File: config.mk
export PLATFORM = sky130hd
export DESIGN_NAME = dice_result_scorer
export DESIGN_NICKNAME = d
export VERILOG_FILES = /design/src/rtl/dice_pkg.sv /design/src/rtl/dice_button_edge.sv /design/src/rtl/dice_result_scorer.sv
export SDC_FILE = /design/constraint.sdc
export NUM_CORES = 1
export LEC_CHECK = 0
export BUFFER_PORTS_ARGS = -buffer_cell sky130_fd_sc_hd__buf_2
export CELL_PAD_IN_SITES_DETAIL_PLACEMENT = 0
export CELL_PAD_IN_SITES_GLOBAL_PLACEMENT = 1
export CORE_UTILIZATION = 31
export CTS_CLUSTER_DIAMETER = 50
export DETAILED_ROUTE_END_ITERATION = 6
export GPL_ROUTABILITY_DRIVEN = 1
export GPL_TIMING_DRIVEN = 1
export PLACE_DENSITY_LB_ADDON = 0.12
export SKIP_LAST_GASP = 1
export SLEW_MARGIN = 20
export SYNTH_ARGS = -nofsm -noshare
export SYNTH_HDL_FRONTEND = slang
export SYNTH_HIERARCHICAL = 1
export SYNTH_SLANG_ARGS = --single-unit
export TNS_END_PERCENT = 30
File: constraint.sdc
create_clock -name clk -period 4.65 [get_ports clk]
set_clock_uncertainty 0.15 [all_clocks]
set_input_delay 0.2325 -clock clk [delete_from_list [all_inputs] [get_ports clk]]
set_output_delay 0.2325 -clock clk [all_outputs]
set_load 0.02 [all_outputs]
File: src/rtl/dice_pkg.sv
// Shared types and defaults for the dice roller / result scorer pair.
package dice_pkg;

    localparam int DICE_MAX_DEFAULT = 6;
    localparam int NUM_DICE_DEFAULT = 2;
    localparam int ROLL_COUNT_WIDTH = 16;

    typedef enum logic [2:0] {
        IDLE,
        ARMED,
        SETTLE,
        CAPTURE_ACC,
        DONE
    } scorer_state_t;

endpackage

File: src/rtl/dice_button_edge.sv
// Registers a synchronous button and produces single-cycle rise/fall pulses.
module dice_button_edge (
    input  logic clk,
    input  logic reset,
    input  logic button,
    output logic rise,
    output logic fall
);

    logic btn_q;

    // btn_q clears on reset, so a button already held out of reset reads as a rise.
    always_ff @(posedge clk or negedge reset) begin
        if (!reset) btn_q <= 1'b0;
        else        btn_q <= button;
    end

    assign rise = button & ~btn_q;
    assign fall = ~button & btn_q;

endmodule

File: src/rtl/dice_result_scorer.sv
// Waits for button release plus a settle delay, snapshots the dice bus and
// scores it one die per cycle, then strobes sum / equality / range flags.
module dice_result_scorer
    import dice_pkg::*;
#(
    parameter int DICE_MAX      = DICE_MAX_DEFAULT,
    parameter int BIT_WIDTH     = $clog2(DICE_MAX) + 1,
    parameter int NUM_DICE      = NUM_DICE_DEFAULT,
    parameter int SETTLE_CYCLES = 2,
    parameter int SUM_WIDTH     = $clog2(NUM_DICE * (2**BIT_WIDTH - 1) + 1)
) (
    input  logic                          clk,
    input  logic                          reset,
    input  logic                          button,
    input  logic [NUM_DICE*BIT_WIDTH-1:0] dice_values,
    output logic                          result_valid,
    output logic [SUM_WIDTH-1:0]          dice_sum,
    output logic                          all_equal,
    output logic                          range_error,
    output logic [ROLL_COUNT_WIDTH-1:0]   roll_count,
    output logic                          busy
);

    localparam int CNT_W = (SETTLE_CYCLES > 1) ? $clog2(SETTLE_CYCLES) : 1;
    localparam int IDX_W = (NUM_DICE > 1) ? $clog2(NUM_DICE) : 1;

    scorer_state_t state, state_d;

    logic                          rise, fall;
    logic [CNT_W-1:0]              settle_cnt;
    logic [IDX_W-1:0]              idx;
    logic [NUM_DICE*BIT_WIDTH-1:0] shadow;
    logic [SUM_WIDTH-1:0]          acc, acc_next;
    logic                          eq, eq_next, err, err_next;
    logic [BIT_WIDTH-1:0]          cur_die, first_die;
    logic                          start_settle, capture, step, finish;

    dice_button_edge u_edge (
        .clk    (clk),
        .reset  (reset),
        .button (button),
        .rise   (rise),
        .fall   (fall)
    );

    assign cur_die   = shadow[idx*BIT_WIDTH +: BIT_WIDTH];
    assign first_die = shadow[BIT_WIDTH-1:0];
    assign acc_next  = acc + SUM_WIDTH'(cur_die);
    assign eq_next   = eq & (cur_die == first_die);
    assign err_next  = err | (cur_die == '0) | (cur_die > BIT_WIDTH'(DICE_MAX));

    always_ff @(posedge clk or negedge reset) begin
        if (!reset) state <= IDLE;
        else        state <= state_d;
    end

    always_comb begin
        state_d      = state;
        start_settle = 1'b0;
        capture      = 1'b0;
        step         = 1'b0;
        finish       = 1'b0;
        case (state)
            IDLE:   if (rise) state_d = ARMED;
            ARMED:  if (fall) begin
                state_d      = SETTLE;
                start_settle = 1'b1;
            end
            SETTLE: begin
                if (rise) begin
                    state_d = ARMED;
                end else if (settle_cnt == '0) begin
                    state_d = CAPTURE_ACC;
                    capture = 1'b1;
                end
            end
            CAPTURE_ACC: begin
                step = 1'b1;
                if (idx == IDX_W'(NUM_DICE - 1)) begin
                    finish  = 1'b1;
                    state_d = DONE;
                end
            end
            DONE:    state_d = IDLE;
            default: state_d = IDLE;
        endcase
    end

    always_ff @(posedge clk or negedge reset) begin
        if (!reset) begin
            settle_cnt   <= '0;
            idx          <= '0;
            shadow       <= '0;
            acc          <= '0;
            eq           <= 1'b0;
            err          <= 1'b0;
            result_valid <= 1'b0;
            dice_sum     <= '0;
            all_equal    <= 1'b0;
            range_error  <= 1'b0;
            roll_count   <= '0;
            busy         <= 1'b0;
        end else begin
            result_valid <= finish;
            busy         <= (state_d == SETTLE) || (state_d == CAPTURE_ACC) || (state_d == DONE);
            if (start_settle) begin
                settle_cnt <= CNT_W'(SETTLE_CYCLES - 1);
            end else if (state == SETTLE && settle_cnt != '0) begin
                settle_cnt <= settle_cnt - 1'b1;
            end
            if (capture) begin
                shadow <= dice_values;
                idx    <= '0;
                acc    <= '0;
                eq     <= 1'b1;
                err    <= 1'b0;
            end else if (step) begin
                idx <= idx + 1'b1;
                acc <= acc_next;
                eq  <= eq_next;
                err <= err_next;
            end
            // Result uses the folded-in last die, not the registered accumulators.
            if (finish) begin
                dice_sum    <= acc_next;
                all_equal   <= eq_next;
                range_error <= err_next;
                roll_count  <= roll_count + 1'b1;
            end
        end
    end

endmodule
==> metrics.yaml <==
cts.sinks: 46
ys_seq_area_share_pct: 53.5
core_um2: 6530
rows: 29
final_area_um2: 2550
fmax_mhz: 437
routed_wl_um: 4160
status: "finished clean"
syn-cell-area_um2: 2150
grt_pass1_vias: 1442
ios: 36
hp-start: "dice_values[0]"
finalSetupViolCount: 0
syn_to_final_growth_pct: 18.4
wl_per_cell_um: 13.6
hp-class: "in2reg"
drive_above_1_share_pct: 27.6
drc: 0
drt-initial-drc-count: 80
syn_avg_cell_area_um2: 11.4
dp_cells: 295
placed_area_um2: 2380
grt_setup_unrepaired: "false"
synth-main-ff-cell: "dfrtp_1"
cts-buffers-inserted: 5
use_met1_pct: 17.4
numPortBuffers: 35
synth.area.top_cells: "dfrtp_1 54%, mux2_2 6.3%, xnor2_1 5.3%"
max-slew-margin-rel_pct: 34.9
end_kind: "register"
worst_ep_required_time_ns: 4.69
worst_pin_slew_ns: 0.970
post-route-period-util_pct: 49.2
rr_endpoint: "dice_sum[4]"
period_needed_ns: 2.29
cts.htree.levels: 2
grt_max_degree: 47
drv_slew: 0
start_util_pct: 32.9
path_clk_slew_ns: 0.09
use_met2_pct: 19.6
grt_overflow: 0
netlist_instances: 189
leakagePower_nw: 1.27
vdd_drop_max_mv: 0.250
die-area_um2: 7280
dp.final_hpwl_um: 2800
cts_setup_buffers: 0
dr.pass1.iters: 4
cp_max_fo: 16
die_x_um: 85.3
grt-busiest-layer: "met2"
hold_depth: 2
arrival_ns: 2.33
ys_types: 41
ys_async_sr_fraction_pct: 100
layout.cells.non_filler: 305
cts_tree: "built"
path_class: "in2reg"
tns_ns: 0
hold_end: "shadow[0]"
rr_startpoint: "idx"
syn_nets: 206
num_antenna_cells: 0
grt_use_met3_pct: 3.21
root_buffer: "clkbuf_8"
synth_edf_count: 0
groute.usage.overall_pct: 12.7
vias_per_cell: 4.77
dieHeight_um: 85.3
synth-seq-cells: 46
antenna_found_initial: 0
synth_top_cell_by_area: "dfrtp_1"
rrSetupSlack_ns: 2.40
grt_pass1_wl_um: 7160
yosysTopAreaCellShare_pct: 53.5
drv_cap: 0
report.final.hold_viol_count: 0
finalPower_w: 0.00167
ys_warn_count: 6
power_density_nw_per_um2: 655
globalplace.congestion: 0.695
vias: 1456
cts_buffer_depth: 2
rr_worst_depth: 8
clkLatencyLatePin_ns: 0.30
start_kind: "input pin"
drtAntennaViolNets: 0
nNetsFinal: 244
-- logic make-up (layout without fill, tap and decap cells) --
logic type      Yosys count  in the layout  share of synthesized area (%)
compound gates           25             25                           7.27
buf+inv                  18             57                           4.07
flops                    46             46                           53.5
mux                      12             12                           6.28
xor+xnor                 21             21                           8.55
simple gates             61             61                           16.5
fa+ha+maj                 6              6                           3.84
-- synthesized netlist by cell type (all sizes together), types with 3 or more instances --
cell    n
nand4   3
xor2    8
buf     4
and4    3
nand2  27
o22ai   4
nor4    3
dfrtp  46
mux2   12
nand3   5
nor3    5
xnor2  13
and3    3
inv    12
ha      5
o21ai  10
-- worst max path at each step --
| stage | startpoint | to |
|---|---|---|
| floorplan | idx | dice_sum[4] |
| global placement | idx | dice_sum[4] |
| detailed placement | idx | acc[4] |
| CTS | button | shadow[1] |
| global route | idx | dice_sum[4] |
| finish | button | shadow[4] |
-- cell usage in the layout, fill, tap and decap left out, types with 3 or more instances in the layout --
| cell type | count |
|---|---|
| nor3_1 | 3 |
| ha_1 | 5 |
| and4_1 | 3 |
| dfrtp_1 | 46 |
| buf_2 | 34 |
| o21ai_0 | 10 |
| inv_1 | 11 |
| nand4_1 | 3 |
| nand3_1 | 5 |
| o22ai_1 | 4 |
| xor2_1 | 8 |
| mux2_2 | 12 |
| xnor2_1 | 13 |
| clkbuf_8 | 6 |
| and3_1 | 3 |
| nand2_1 | 27 |
-- through the flow --
stage	setup slack (ns)	util [%]	hold WS, ns
after detailed placement	2.43	36.5	0.216
after global placement	2.44	36.5	0.211
after CTS	2.34	38.8	0.00257
after floorplan	2.58	-	-0.213
final	2.36	39.0	0.0107
after global routing	2.26	39.0	0.00839
-- power by group --
part / total [W] / internal [W] / switching, W
Sequential: 0.000664 / 0.000536 / 0.000128
Clock: 0.000371 / 0.000229 / 0.000142
Combinational: 0.000634 / 0.000280 / 0.000354
Total: 0.00167 / 0.00105 / 0.000623
-- what timing repair did --
item / in CTS / in global routing
hold endpoints to repair: 1 / 46
hold buffers: 1 / 1
gates resized for setup: 0 / 0
-- area by class of cell --
type	count	area [µm²]
Clock buffer	6	82.6
Inverter	12	47.5
Timing Repair Buffer	37	198
Fill cell	673	3980
Multi-Input combinational cell	125	912
Sequential cell	46	1150
Tap cell	77	96.3
Clock inverter	2	60.1
-- flip-flops by register name, summed over array words and instances (netlist names), 3 cells and up --
register    count
state           3
dice_sum        5
acc             5
shadow          8
roll_count     16
-- critical path, cell delays in order --
cell	delay [ns]
dlygate4sd3_1	0.53
buf_2	0.13
nor2b_1	0.17
nor4_4	0.85
mux2_2	0.41
-- routing by layer --
| layer | wire, µm | part of all wire [%] | vias up |
|---|---|---|---|
| met5 | 0 | 0 | - |
| met4 | 57 | 1.4 | 0 |
| li1 | - | - | 721 |
| met1 | 2130 | 51 | 701 |
| met2 | 1810 | 44 | 29 |
| met3 | 149 | 3.6 | 5 |
No activity file was read; power rests on OpenSTA's default activity.
